### config.mk
export PLATFORM = sky130hd
export DESIGN_NAME = load_align_unit
export DESIGN_NICKNAME = d
export VERILOG_FILES = /design/src/rtl/load_align_unit.sv
export SDC_FILE = /design/constraint.sdc
export NUM_CORES = 1
export LEC_CHECK = 0
export ABC_AREA = 1
export CAP_MARGIN = 5
export CELL_PAD_IN_SITES_DETAIL_PLACEMENT = 1
export CELL_PAD_IN_SITES_GLOBAL_PLACEMENT = 1
export CORE_MARGIN = 10
export CORE_UTILIZATION = 26
export CTS_BUF_LIST = sky130_fd_sc_hd__clkbuf_4 sky130_fd_sc_hd__clkbuf_8 sky130_fd_sc_hd__clkbuf_16
export DETAILED_ROUTE_END_ITERATION = 6
export PLACE_DENSITY = 0.77
export SLEW_MARGIN = 20
export SYNTH_ARGS = -nofsm -noshare
export SYNTH_HDL_FRONTEND = slang
export SYNTH_SLANG_ARGS = --single-unit
### constraint.sdc
create_clock -name clk -period 1.9 [get_ports clk]
set_clock_uncertainty 0.2 [all_clocks]
set_input_delay 0.38 -clock clk [delete_from_list [all_inputs] [get_ports clk]]
set_output_delay 0.38 -clock clk [all_outputs]
set_load 0.03 [all_outputs]
### src/rtl/load_align_unit.sv
// rtl/load_align_unit.sv - load-data byte/half/word extractor with sign/zero extension and two-beat span merge
// Optional feature macro: LOAD_ALIGN_SPAN_EN (two-beat merge of word-spanning loads).
module load_align_unit #(
    parameter int DATA_W = 16,
    parameter int OFF_W  = $clog2(DATA_W / 8)
) (
    input  logic              clk,
    input  logic              rst_n,
    input  logic              req_valid,
    output logic              req_ready,
    input  logic [OFF_W-1:0]  req_offset,
    input  logic [1:0]        req_size,
    input  logic              req_signed,
    output logic              mem_rd,
    output logic              mem_next,
    input  logic              mem_valid,
    input  logic [DATA_W-1:0] mem_data,
    output logic              out_valid,
    input  logic              out_ready,
    output logic [DATA_W-1:0] out_data,
    output logic              out_err
);
    localparam int BYTES  = DATA_W / 8;
    localparam int MAX_SZ = $clog2(BYTES);

    localparam logic [1:0] S_IDLE    = 2'd0;
    localparam logic [1:0] S_WAIT_LO = 2'd1;
    localparam logic [1:0] S_WAIT_HI = 2'd2;
    localparam logic [1:0] S_HOLD    = 2'd3;

    logic [1:0]        state_q, state_d;
    logic [OFF_W-1:0]  off_q, off_d;
    logic [1:0]        size_q, size_d;
    logic              sgn_q, sgn_d;
    logic [DATA_W-1:0] data_q, data_d;
    logic              err_q, err_d;
    logic [1:0]        size_c;
    logic              span;

    // Shift the {upper, lower} beat pair down to the field, then extend above bit N-1.
    function automatic logic [DATA_W-1:0] fmt(input logic [2*DATA_W-1:0] pair,
                                              input logic [OFF_W-1:0]    off,
                                              input logic [1:0]          sz,
                                              input logic                sgn);
        logic [2*DATA_W-1:0] sh;
        logic [DATA_W-1:0]   res;
        logic                ext;
        int                  nbits;
        sh    = pair >> {off, 3'b000};
        nbits = 8 << sz;
        ext   = sgn & sh[nbits-1];
        for (int i = 0; i < DATA_W; i++) begin
            res[i] = (i < nbits) ? sh[i] : ext;
        end
        return res;
    endfunction

    always_comb begin
        size_c = (32'(req_size) > MAX_SZ) ? 2'(MAX_SZ) : req_size;
        span   = (32'(off_q) + (32'd1 << size_q)) > BYTES;
    end

`ifdef LOAD_ALIGN_SPAN_EN
    logic [DATA_W-1:0] beat_q, beat_d;
`endif

    always_comb begin
        state_d = state_q;
        off_d   = off_q;
        size_d  = size_q;
        sgn_d   = sgn_q;
        data_d  = data_q;
        err_d   = err_q;
`ifdef LOAD_ALIGN_SPAN_EN
        beat_d  = beat_q;
`endif
        case (state_q)
            S_IDLE: begin
                if (req_valid) begin
                    state_d = S_WAIT_LO;
                    off_d   = req_offset;
                    size_d  = size_c;
                    sgn_d   = req_signed;
                end
            end
            S_WAIT_LO: begin
                if (mem_valid) begin
                    if (span) begin
`ifdef LOAD_ALIGN_SPAN_EN
                        beat_d  = mem_data;
                        state_d = S_WAIT_HI;
`else
                        data_d  = '0;
                        err_d   = 1'b1;
                        state_d = S_HOLD;
`endif
                    end else begin
                        data_d  = fmt({{DATA_W{1'b0}}, mem_data}, off_q, size_q, sgn_q);
                        err_d   = 1'b0;
                        state_d = S_HOLD;
                    end
                end
            end
            S_WAIT_HI: begin
`ifdef LOAD_ALIGN_SPAN_EN
                if (mem_valid) begin
                    data_d  = fmt({mem_data, beat_q}, off_q, size_q, sgn_q);
                    err_d   = 1'b0;
                    state_d = S_HOLD;
                end
`else
                state_d = S_IDLE;
`endif
            end
            default: begin
                if (out_ready) begin
                    state_d = S_IDLE;
                end
            end
        endcase
    end

    always_ff @(posedge clk) begin
        if (!rst_n) begin
            state_q <= S_IDLE;
            off_q   <= '0;
            size_q  <= '0;
            sgn_q   <= 1'b0;
            data_q  <= '0;
            err_q   <= 1'b0;
`ifdef LOAD_ALIGN_SPAN_EN
            beat_q  <= '0;
`endif
        end else begin
            state_q <= state_d;
            off_q   <= off_d;
            size_q  <= size_d;
            sgn_q   <= sgn_d;
            data_q  <= data_d;
            err_q   <= err_d;
`ifdef LOAD_ALIGN_SPAN_EN
            beat_q  <= beat_d;
`endif
        end
    end

    assign req_ready = (state_q == S_IDLE);
    assign mem_rd    = (state_q == S_WAIT_LO) || (state_q == S_WAIT_HI);
`ifdef LOAD_ALIGN_SPAN_EN
    assign mem_next  = (state_q == S_WAIT_HI);
`else
    assign mem_next  = 1'b0;
`endif
    assign out_valid = (state_q == S_HOLD);
    assign out_data  = data_q;
    assign out_err   = err_q;
endmodule

# After elaboration in Yosys (flattened, before gate mapping)
# Index checks and enable logic that the tools add are counted.
[op_classes] muxes=26 order_cmp=19 n_reduce_logical=6 bitwise=1 n_eq_ne=5 shift=3 n_addsub=2
[ops] op="$lt A5 B32 Y1 const A" n=8
[ops] op="$lt A4 B32 Y1 const A" n=4
[ops] op="$lt A3 B32 Y1 const A" n=2
[ops] op="$add A1 B32 Y32" n=1
[ops] op="$gt A32 B2 Y1 const B" n=1
[ops] op="$lt A1 B32 Y1 const A" n=1
[ops] op="$lt A2 B32 Y1 const A" n=1
[ops] op="$lt A32 B7 Y1 const B" n=1
[ops] op="$shl A1 B2 Y32 const A" n=1
[ops] op="$shl A4 B2 Y32 const A" n=1
[ops] op="$shr A16 B4 Y32" n=1
[ops] op="$sub A32 B2 Y32 const B" n=1
[ops] op="$mux W1" n=19
[ops] op="$mux W16" n=1
[ops] op="$mux W2" n=4
[ops] op="$pmux W2 S3" n=1
[ops] op="$bmux W1 S5" n=1
[ops] op="$eq A2 B2 Y1 const B" n=2
[ops] op="$ne A2 B2 Y1 const B" n=2
[ops] op="$reduce_and A2 Y1" n=2
[ops] op="$reduce_bool A4 Y1" n=1
[ops] op="$reduce_and A3 Y1" n=1
[ops] op="$eq A2 B1 Y1 const B" n=1
[ops] op="$gt A2 B1 Y1 const B" n=1
[ops] op="3 further kinds" n=3
[word_totals] ff_bits=23 out_inout_bits=21 input_bits=25 wordCells=68

# Depth between registers and ports, before layout
# Gate-level depths: netlist (run 1).
[logic_depth] ltp_word=8 depth_mapped=10 ltp_nobuf=10

# Worst setup path before layout (run 1)
# OpenSTA, ideal clock, no wires.
[synth_path] path_kind="register to register" from="register size_q[1]" to="register data_q[9], in the netlist out_data[9]" setup_time_ns=0.067 stages_incl_launch_ff=10 t_required_ns=1.633 path_slack_ns=0.171 n_path_buf=1 period_less_slack_ns=1.729 arrival_ns=1.461 cell_sequence="dfxtp_1 -> nor2_2 -> ha_1 -> ha_1 -> nand2_1 -> nand3_2 -> nor2_4 -> buf_6 -> nand3_2 -> a21oi_2"
[synth_between] elab_chain_len=8 word_cells_on_any_way=12 cone_classes="2 x add/sub; 2 x order compare; 2 x shift; 5 x mux; 1 x bitwise"
[synth_lines] item="start: declaration" line_no="33" rtl="logic [1:0] size_q, size_d;"
[synth_lines] item="start signal: assignment" line_no="137" rtl="size_q <= size_d;"
[synth_lines] item="$shl A4 B2 Y32" line_no="50" rtl="nbits = 8 << sz;"
[synth_lines] item="$sub A32 B2 Y32" line_no="51" rtl="ext = sgn & sh[nbits-1];"
[synth_lines] item="$bmux W1 S5" line_no="51"
[synth_lines] item="$mux W1 (implied by the code) (2 in series)" line_no="51"
[synth_lines] item="$and A1 B1 Y1" line_no="51"
[synth_lines] item="$mux W1" line_no="53" rtl="res[i] = (i < nbits) ? sh[i] : ext;"
[synth_lines] item="$mux W16 *" line_no="88" rtl="if (span) begin"
[synth_lines] item="end signal: assignment" line_no="139" rtl="data_q <= data_d;"
[synth_lines] item="end: declaration" line_no="35" rtl="logic [DATA_W-1:0] data_q, data_d;"
# Mark *: on every way between the ends. The rest lies on a longest branch, timed or not. The select of a mux whose other input is x is not followed.
# A chain may end at the register's enable or synchronous reset.

# Final worst setup path (run 1)
[layout_path] from="register data_q[4], in the netlist out_data[4]" to="output out_data[4]"
[layout_rtl] item="end: declaration" line_no="20" rtl="output logic [DATA_W-1:0] out_data,"
# No word-level cell between the ends.

==> impl_metrics.env, run 1 <==
export IMPL_power_per_cell_area_mw_per_mm2=898
export IMPL_antenna_cells=0
export IMPL_grt_max_degree=18
export IMPL_crit_family="buffers and inverters"
export IMPL_grt_pass1_vias=1212
export IMPL_vias_per_cell=4.46
export IMPL_layout_drive_gt1_share_pct=12.0
export IMPL_worstPathArrival_ns=1.28
export IMPL_num_rows=24
export IMPL_fin_tns_setup_ns=0
export IMPL_syn_area_per_cell_um2=7.12
export IMPL_post_route_period_util_pct=97.9
export IMPL_ioPinCount=46
export IMPL_grt_antenna_before_repair=0
export IMPL_globalplace_congestion=0.781
export IMPL_clock_fmax_mhz=538
export IMPL_critPathCaptureType="primary output"
export IMPL_crit_path_max_incr_delay_ns=0.68
export IMPL_cts_buffers=3
export IMPL_finalSetupViolCount=0
export IMPL_hold_viol=0
export IMPL_status="finished clean"
export IMPL_cp_num_buf_inv=1
export IMPL_cts_buffer_depth=2
export IMPL_synthTopCellsByArea="dfxtp_1, nand2_1, a21oi_1, ha_1, o21ai_0"
export IMPL_syn_instance_count=160
export IMPL_cp_start_kind="flip-flop"
export IMPL_ir_worst_vdd_mv=0.439
export IMPL_cp_required_ns=1.32
export IMPL_die_area_mm2=0.00743
export IMPL_fin_cells=261
export IMPL_io_buffers=44
export IMPL_placedCellCount=257
export IMPL_track_usage_pct=9.23
export IMPL_syn_nets=191
export IMPL_wl_mm=3.52
export IMPL_drcViolationCount=0
export IMPL_ff2ff_setup_slack_ns=0.10
export IMPL_ys_seq_area_share_pct=40.4
export IMPL_syn_to_final_growth_pct=52.6
export IMPL_die_x_um=86.2
export IMPL_initial_core_util_pct=26.5
export IMPL_htree_levels=1
export IMPL_num_vias=1165
export IMPL_slowest_stage="clkdlybuf4s50_1"
export IMPL_synthDominantCellAreaShare_pct=40.4
export IMPL_grt_overflow_total=0
export IMPL_dp_hpwl_mm=2.80
export IMPL_crit_path_end="out_data[4]"
export IMPL_clk_pin_slew_ns=0.08
export IMPL_root_buffer="clkbuf_8"
export IMPL_maxCapViolations=0
export IMPL_grt_first_pass_wirelength_mm=5.58
export IMPL_r2r_worst_path_cells=9
export IMPL_netlist_top_cell_by_area="dfxtp_1"
export IMPL_wire_per_inst_um=13.5
export IMPL_clock_sinks=23
export IMPL_ant_nets=0
export IMPL_yosys_cell_types_count=24
export IMPL_core_mm2=0.00429
export IMPL_hold_ws_ns=0.265
export IMPL_cp_cell_sequence="clkdlybuf4s50_1"
export IMPL_cts_tree="yes"
export IMPL_crit_cells=1
export IMPL_layout_min_cycle_time_ns=1.86
export IMPL_ys_ff_latch=23
export IMPL_firstDrtPassIters=3
export IMPL_leakage_uw=0.000825
export IMPL_maxSlewViolCount=0
export IMPL_yosys_warnings=0
export IMPL_r2r_start="size_q[1]"
export IMPL_netlist_area_mm2=0.00114
export IMPL_r2r_end="out_data[14]"
export IMPL_hold_class="reg2reg"
export IMPL_die_y_um=86.2
export IMPL_drt_iter0_drc=26
export IMPL_nets=241
export IMPL_critPathLaunch="out_data[4]"
export IMPL_worst_path_max_fanout=2
export IMPL_clkLatencyLatePin_ns=0.26
export IMPL_critPathKind="reg2out"
## cells by family (layout without fill, tap and decap cells)
family                     Yosys count  after routing  synth area share [%]
other                                1              1                 0.329
buffers and inverters               24             73                  9.23
and+or+nand+nor                     67             67                  25.5
DFF                                 23             23                  40.4
adders and majority gates            6              6                  6.59
AOI/OAI and AO/OA                   39             39                  17.9
## cell usage in the layout (no fill, tap or decap), types with 3 or more instances in the layout
master / Yosys / routed
inv_1: 13 / 13
nand2_1: 43 / 43
clkdlybuf4s50_1: 0 / 32
dlymetal6s2s_1: 0 / 7
buf_4: 1 / 8
o21ai_0: 13 / 13
nor2_1: 9 / 9
ha_1: 6 / 6
nand3_1: 7 / 7
clkbuf_8: 0 / 3
dfxtp_1: 23 / 21
a21oi_1: 23 / 23
dlygate4sd2_1: 0 / 3
## how the worst min path moves through the flow
stage                   endpoint    startpoint  cells after the start  slack (ns)
CTS                  out_data[8]   out_data[8]                      2        0.27
global route        out_data[12]  out_data[12]                      2        0.29
detailed placement   out_data[8]   out_data[8]                      2        0.26
global placement     out_data[2]   out_data[2]                      2        0.25
floorplan                  sgn_q         sgn_q                      2        0.25
finish              out_data[11]  out_data[11]                      2        0.27
## worst min-delay path: stages (launching register included)
cell and delay, ns:
dfxtp_1 0.31, nand2_1 0.06, a21oi_1 0.05
## synth_stat cells, drive strengths merged
cell    count
buf         4
clkbuf      2
a211oi      1
a21oi      24
o31ai       1
conb        1
nor2       11
nand2      45
nand3       9
dfxtp      23
ha          6
nor3        2
o21ai      13
inv        15
clkinv      3
## per-stage QoR
| step | area, um^2 | setup slack [ns] | util [%] | total power, uW |
|---|---|---|---|---|
| after detailed placement | 1670 | 0.0504 | 38.8 | 1260 |
| after global routing | 1740 | -0.00866 | 40.5 | 1680 |
| after floorplan | 1140 | 0.171 | - | 999 |
| after global placement | 1670 | 0.106 | 38.8 | 1250 |
| final | 1740 | 0.0403 | 40.5 | 1560 |
| after CTS | 1710 | 0.00285 | 39.9 | 1580 |
## registers in the layout (all words and copies together) (netlist names)
name      count
off_q         1
out_data     16
out_err       1
sgn_q         1
size_q        2
state_q       2
## metal layers
| metal | GRT usage (%) | share of wire (%) | vias to the layer above |
|---|---|---|---|
| met2 | 16.2 | 52 | 20 |
| met4 | 4.86 | 2.2 | 0 |
| li1 | - | - | 612 |
| met1 | 9.65 | 40 | 529 |
| met3 | 2.91 | 5.9 | 4 |
| met5 | 0 | 0 | - |
## power by group
group	internal (uW)	switching [uW]
clock network	164	158
registers	540	35.3
logic	267	397
total	971	590
## repair_timing
action / CTS / global route
buffers inserted: 0 / 0
hold buffers: 0 / 0
setup endpoints to repair: 3 / 17
resized for setup: 3 / 10
pin swaps: 0 / 0
## final cells by class
| class | instances | area, um^2 |
|---|---|---|
| Timing Repair Buffer | 51 | 514 |
| Sequential cell | 23 | 463 |
| Tap cell | 52 | 65.1 |
| Inverter | 18 | 68.8 |
| Fill cell | 541 | 2560 |
| Multi-Input combinational cell | 113 | 578 |
| Clock buffer | 4 | 48.8 |
Power figures use the tool's default switching activity.
==> run 2: changes to the inputs <==
Settings changed: CORE_MARGIN 10 to 4.
==> run 2 against run 1 <==
Sequential cell count is the same. Global-route usage grew 2.9 points. Register-to-register slack gained 0.05 ns. Clock-buffer cell count is the same. Final cell count is the same. Combinational power grew 2%. Wire length shrank 8.3%. Sequential power is essentially flat. Critical endpoint is now out_data[7]. Largest power group unchanged.
==> impl_metrics.env, run 2 (synthesized netlist as in run 1, its figures left out) <==
export IMPL_status="finished clean"
export IMPL_cts_buffer_depth=2
export IMPL_cp_required_ns=1.32
export IMPL_comb_power_share_pct=43.1
export IMPL_grt_first_pass_wirelength_mm=5.15
export IMPL_layout_drive_gt1_share_pct=12.8
export IMPL_grt_antenna_before_repair=0
export IMPL_crit_path_end="out_data[7]"
export IMPL_grt_max_degree=18
export IMPL_critPathCaptureType="primary output"
export IMPL_die_area_mm2=0.00550
export IMPL_r2r_worst_path_cells=9
export IMPL_io_buffers=44
export IMPL_slowest_stage="clkdlybuf4s50_1"
export IMPL_clock_sinks=23
export IMPL_largest_reg_flops=16
export IMPL_drt_iter0_drc=80
export IMPL_critPathKind="reg2out"
export IMPL_ioPinCount=46
export IMPL_seq_power_share_pct=36.6
export IMPL_leakage_uw=0.000885
export IMPL_wire_per_inst_um=12.4
export IMPL_clk_pin_slew_ns=0.08
export IMPL_drcViolationCount=0
export IMPL_holdBufCountCts=0
export IMPL_crit_family="buffers and inverters"
export IMPL_grt_overflow_total=0
export IMPL_p_int_uw=980
export IMPL_cp_cell_sequence="clkdlybuf4s50_1"
export IMPL_r2r_start="size_q[1]"
export IMPL_cp_num_buf_inv=1
export IMPL_clkLatencyLatePin_ns=0.26
export IMPL_globalplace_congestion=0.724
export IMPL_design_area_mm2=0.00176
export IMPL_finalSetupViolCount=0
export IMPL_wl_mm=3.23
export IMPL_antenna_cells=0
export IMPL_cts_buffers=3
export IMPL_core_mm2=0.00412
export IMPL_power_per_cell_area_mw_per_mm2=893
export IMPL_post_route_period_util_pct=97.3
export IMPL_layout_commonest_cell="nand2_1"
export IMPL_syn_to_final_growth_pct=54.3
export IMPL_maxSlewViolCount=0
export IMPL_ir_worst_vdd_mv=0.618
export IMPL_nets=243
export IMPL_maxCapViolations=0
export IMPL_die_x_um=74.2
export IMPL_post_cts_buffers=0
export IMPL_layout_min_cycle_time_ns=1.85
export IMPL_cp_start_kind="flip-flop"
export IMPL_crit_path_max_incr_delay_ns=0.67
export IMPL_root_buffer="clkbuf_8"
export IMPL_worst_path_max_fanout=2
export IMPL_track_usage_pct=12.1
export IMPL_p_sw_uw=588
export IMPL_initial_core_util_pct=27.7
export IMPL_crit_cells=1
export IMPL_cts_tree="yes"
export IMPL_dp_hpwl_mm=2.52
export IMPL_postPlaceCellArea_mm2=0.00168
export IMPL_ff2ff_setup_slack_ns=0.15
export IMPL_fin_tns_setup_ns=0
export IMPL_clock_fmax_mhz=541
export IMPL_critPathLaunch="out_data[7]"
export IMPL_grt_pass1_vias=1144
export IMPL_firstDrtPassIters=4
export IMPL_die_y_um=74.2
export IMPL_num_vias=1197
export IMPL_htree_levels=1
export IMPL_num_rows=23
export IMPL_clkPwrFrac_pct=20.2
export IMPL_hold_viol=0
export IMPL_rsz0062_at_grt="false"
export IMPL_hold_class="reg2reg"
export IMPL_r2r_end="out_data[14]"
export IMPL_vias_per_cell=4.59
export IMPL_mostFrequentLayoutCells="nand2_1, clkdlybuf4s50_1, a21oi_1"
export IMPL_ant_nets=0
export IMPL_worstPathArrival_ns=1.27
export IMPL_switching_share_pct=37.5
run 2: cell types whose count changed in the layout (fill, tap and decap cells not counted):
cell / delta
clkdlybuf4s50_1: -2
clkbuf_2: +1
buf_4: +1
dlymetal6s2s_1: +3
dlygate4sd2_1: -1
run 2: timing repair:
action                                 4_1_cts  5_1_grt
endpoints found under the hold margin        0        0
setup endpoints to repair                    3       20
resized for setup                            3       15
run 2: through the flow:
step,util [%],hold WS [ns],power (uW),worst slack (ns),std cells
final,42.7,0.266,1570,0.0518,261
after global routing,42.7,0.286,1690,0.00380,261
after CTS,42.0,0.275,1600,0.00291,261
after detailed placement,40.9,0.262,1280,0.0752,257
after global placement,40.9,0.254,1270,0.104,257
after floorplan,-,0.254,999,0.171,160
run 2: area by class of cell:
cell class | count | area [um^2]
Timing Repair Buffer | 53 | 536
Fill cell | 518 | 2360
Tap cell | 50 | 62.6
Inverter | 18 | 68.8
Sequential cell | 23 | 463
Clock buffer | 4 | 48.8
Multi-Input combinational cell | 113 | 578
run 2: per-layer routing:
metal | vias up | wire, um | GRT usage [%]
met5 | - | 0 | 0
met4 | 0 | 14 | 1.81
met3 | 2 | 282 | 4.73
met2 | 38 | 1520 | 20.9
met1 | 542 | 1410 | 14.6
li1 | 615 | - | -
run 2: power by group through the flow:
stage / Clock, uW / Sequential [uW] / Combinational (uW)
floorplan: 0 / 646 / 353
global placement: 0 / 582 / 691
detailed placement: 0 / 585 / 697
CTS: 331 / 574 / 691
global route: 355 / 583 / 748
finish: 317 / 574 / 676
run 2: worst min path at each step:
| stage | slack, ns | endpoint | startpoint | cells past startpoint |
|---|---|---|---|---|
| 2_1_floorplan | 0.25 | sgn_q | sgn_q | 2 |
| 3_3_place_gp | 0.25 | out_data[0] | out_data[0] | 2 |
| 3_5_place_dp | 0.26 | out_data[0] | out_data[0] | 2 |
| 4_1_cts | 0.27 | out_data[1] | out_data[1] | 2 |
| 5_1_grt | 0.29 | out_data[2] | out_data[2] | 2 |
| 6_report | 0.27 | out_data[2] | out_data[2] | 2 |
==> edit 1, RTL diff (config.mk and constraints of run 2) <==
Take the reset off `data_q` and load it in a clocked block of its own.
--- a/src/rtl/load_align_unit.sv
+++ b/src/rtl/load_align_unit.sv
@@ -127,5 +127,4 @@
             size_q  <= '0;
             sgn_q   <= 1'b0;
-            data_q  <= '0;
             err_q   <= 1'b0;
 `ifdef LOAD_ALIGN_SPAN_EN
@@ -137,5 +136,4 @@
             size_q  <= size_d;
             sgn_q   <= sgn_d;
-            data_q  <= data_d;
             err_q   <= err_d;
 `ifdef LOAD_ALIGN_SPAN_EN
@@ -143,4 +141,8 @@
 `endif
         end
+    end
+
+    always_ff @(posedge clk) begin
+        data_q <= data_d;
     end
 
Formal check against the unedited RTL: differs if rst_n is asserted again (counterexample within 4 cycles, from zero or initial values and one cycle with rst_n low); with rst_n held inactive, the same outputs for 10 cycles.
==> edit 1 against run 2 <==
- clock power up 3%
- register-to-register slack lost 0.08 ns
- sequential share of layout area increased by 7.5 points
- power is 8.2% higher
- design area is 4.4% higher
- synthesized cell count down 20%
- synthesized area is 6.7% higher
- sequential cell count did not move
- critical path depth is the same
- routed wire length down 0.34%
- setup slack got worse by 0.0054 ns
- non-clock buffer count decreased by 6
- utilization decreased by 1.4 points
- first-iteration DRC count decreased by 74%
- highest routed layer unchanged
==> edit 1: results (changes against run 2) <==
[placement]
gp_congestion=0.742  ; was 0.724
dp_hpwl_microns=2360  ; was 2520 microns

[status]
outcome=completed  ; unchanged

[power_and_ir_drop]
cellLeakagePower_uw=0.000798  ; was 0.000885 uW
ir_drop_mv=0.335  ; was 0.618 mV

[final_layout]
final_layout_size_suffix_gt1_share_pct=20.3  ; was 12.8%
fin_nets=209  ; was 243

[route]
dr.pass1.iters=2  ; was 4
viasPerCell=4.48  ; was 4.59
wl_per_cell_microns=14.1  ; was 12.4 microns
drt_iter0_drc=21  ; was 80

[synth]
synth.area.top_cells=edfxtp_1 (40%), dfxtp_1 (12%), nand2_1 (11%)  ; was dfxtp_1 (40%), nand2_1 (14%), a21oi_1 (10%)
synth.distinct_cells=22  ; was 24
synth_commonest_cells=nand2_1 (35), edfxtp_1 (16), inv_1 (12)  ; was nand2_1 (43), a21oi_1 (23), dfxtp_1 (23)
seq_area_frac_synth_pct=51.1  ; was 40.4%
synth_edf_count=16  ; was 0
synth.net_count=159  ; was 191
yosysWarnings=0  ; unchanged

[clocking]
cts_made_buffers=3  ; unchanged
htreeDepth=1  ; unchanged
clkTransAtPathRegs_ns=0.09
clk_root_buffer_cell=clkbuf_8  ; unchanged

[critical_path]
cp_slowest_cell=clkdlybuf4s50_1  ; unchanged
r2r_cells=9  ; unchanged
r2r_slack_ns=0.07  ; was 0.15 ns
r2r_start=size_q[0]  ; was size_q[1]
slowest_delay_ns=0.67  ; about the same
reg2reg_to=out_data[10]  ; was out_data[14]
cp_max_fo=1  ; was 2

[global_routing]
antenna_found_initial=0  ; unchanged
first_global_vias=1125  ; was 1144
grt_max_degree=20  ; was 18
grt_pass1_wl_microns=5260  ; was 5150 microns
grt_usage_pct=11.0  ; was 12.1%

[worst_hold_path]
min_from=size_q[1]  ; was out_data[2]
holdCritPathClass=flop to flop  ; unchanged
whs_endpoint=size_q[1]  ; was out_data[2]

[timing]
fin_hold_ws_ns=0.287  ; was 0.266 ns

-- edit 1: cell families after synthesis --
logic type,share of synthesized area (%)
DFF,51.1
AOI/OAI and AO/OA,13.4
and+or+nand+nor,21.2
other,0.309
adders and majority gates,6.18
buffers and inverters,7.83
-- edit 1: worst max-delay path by stage --
stage / startpoint / to / cells after the start
finish: out_data[0] / out_data[0] / 1
global route: size_q[0] / out_data[10] / 9
CTS: out_data[9] / out_data[9] / 1
detailed placement: size_q[1] / out_data[9] / 9
global placement: size_q[1] / out_data[8] / 8
floorplan: size_q[1] / out_data[7] / 9
-- edit 1: stage by stage --
stage	power, uW	util, %	std cells	setup slack (ns)	cell area (sq um)
floorplan	1120	-	128	0.0675	1210
global placement	1340	38.7	224	0.117	1720
detailed placement	1360	38.7	224	0.0516	1720
CTS	1680	39.7	228	0.00905	1770
global route	1800	41.3	229	0.000875	1830
finish	1700	41.3	229	0.0464	1830
-- edit 1: power by group --
group,leakage (uW),internal [uW],switching (uW)
registers,0.000208,630,23.8
clock network,0.0000255,147,181
logic,0.000564,277,437
total,0.000798,1050,642
-- edit 1: area by class of cell --
class	instances	area [sq um]
sequential	23	621
inverter	16	65.1
multi-input combinational	87	551
clock inverter	1	5.00
tap	52	65.1
fill	517	2610
clock buffer	3	41.3
timing repair buffer	47	487
-- edit 1: metal layers --
layer  routed length [microns]  vias up  global-route usage [%]
met5                         0        -                       0
met4                        14        0                    2.17
met3                       152        2                    3.55
met2                      1710       22                    20.5
met1                      1340      488                    12.3
li1                          -      515                       -
-- edit 1: what timing repair did --
| item | 4_1_cts | 5_1_grt |
|---|---|---|
| setup endpoints to repair | 1 | 23 |
| gates resized for setup | 1 | 17 |
| gates cloned | 0 | 1 |
| pin swaps | 0 | 2 |
| setup buffers | 0 | 0 |
==> edit 2, RTL diff (config.mk and constraints of run 2) <==
Without the edit above. Build with the macro `LOAD_ALIGN_SPAN_EN` defined.
--- a/src/rtl/load_align_unit.sv
+++ b/src/rtl/load_align_unit.sv
@@ -1,4 +1,6 @@
 // rtl/load_align_unit.sv - load-data byte/half/word extractor with sign/zero extension and two-beat span merge
 // Optional feature macro: LOAD_ALIGN_SPAN_EN (two-beat merge of word-spanning loads).
+`define LOAD_ALIGN_SPAN_EN
+
 module load_align_unit #(
     parameter int DATA_W = 16,
Function: changed (Yosys sat finds a counterexample within 4 cycles, from zero or initial values and one cycle with rst_n low).
==> edit 2 against run 2 <==
- the run now ends with negative setup slack left
- die area up 84%
- routed wire length up 110%
- non-clock buffer count up 8
- sequential cell count up 15
- setup slack worse by 0.12 ns
- global-route usage up 1.5 points
- design area up 80%
- sequential power up 85%
- synthesized cell count up 100%
- hold slack worse by 0.011 ns
- power rose to 2.7 times the old value
- sequential share of layout area down 2.0 points
- synthesized area up 96%
==> edit 2: results (changes against run 2) <==
[status]
violations=negative setup slack
outcome=finished, violations left  ; was completed

[clocking]
post_cts_resized=26  ; was 3
htreeDepth=2  ; was 1
worstSkewPairLatency_ns=0.30  ; was 0.26 ns

[route]
routed_wl_microns=6830  ; was 3230 microns
wl_per_cell_microns=14.2  ; was 12.4 microns
viasPerCell=4.86  ; was 4.59
dr.pass1.iters=5  ; was 4
drt_iter0_drc=72  ; was 80
wl_met2_microns=3490  ; was 1520 microns
wl_met3_microns=266  ; was 282 microns

[placement]
dp_hpwl_microns=4960  ; was 2520 microns
pre_cts_slack_ns=-0.167  ; was 0.0752 ns
gp_congestion=0.783  ; was 0.724

[critical_path]
crit_end=out_data[14]  ; was out_data[7]
cp.arrival_ns=1.98  ; was 1.27 ns

[global_routing]
use_met1_pct=16.3  ; was 14.6%

[timing]
fin_hold_ws_ns=0.256  ; was 0.266 ns
setup_viol=14  ; was 0
layout_setup_ws_ns=-0.0641  ; was 0.0518 ns

[final_layout]
fin_nets=407  ; was 243

[synth]
synth_area_per_cell_sq_um=6.88  ; was 7.12 sq um
synth-compound-area-share_pct=27.5  ; was 17.9%
synth.net_count=357  ; was 191
synth.distinct_cells=29  ; was 24
synthAdderAreaFrac_pct=4.49  ; was 6.59%
seq_area_frac_synth_pct=34.1  ; was 40.4%

edit 2: final cells by class:
cell class | instances | area [sq um]
timing repair buffer | 61 | 617
fill | 1035 | 5100
sequential | 38 | 771
multi-input combinational | 236 | 1380
clock buffer | 5 | 68.8
tap | 105 | 131
inverter | 32 | 128
clock inverter | 3 | 68.8
edit 2: power by group through the flow:
| stage | sequential [uW] | clock (uW) | combinational (uW) |
|---|---|---|---|
| detailed placement | 1070 | 0 | 2240 |
| global route | 1080 | 908 | 2620 |
| CTS | 1050 | 875 | 2300 |
| floorplan | 1220 | 0 | 1330 |
| global placement | 1060 | 0 | 2170 |
| finish | 1060 | 857 | 2390 |
edit 2: worst register-to-register path, stage by stage, from the launching register on:
cell and delay (ns):
dfxtp_4 0.37, nor2_4 0.14, ha_4 0.15, ha_4 0.19, nand2_2 0.06, o21a_1 0.14, nand2_2 0.08, nand2_4 0.12
nand2_8 0.10, nor2_2 0.14, nand2_1 0.09, a21oi_1 0.12
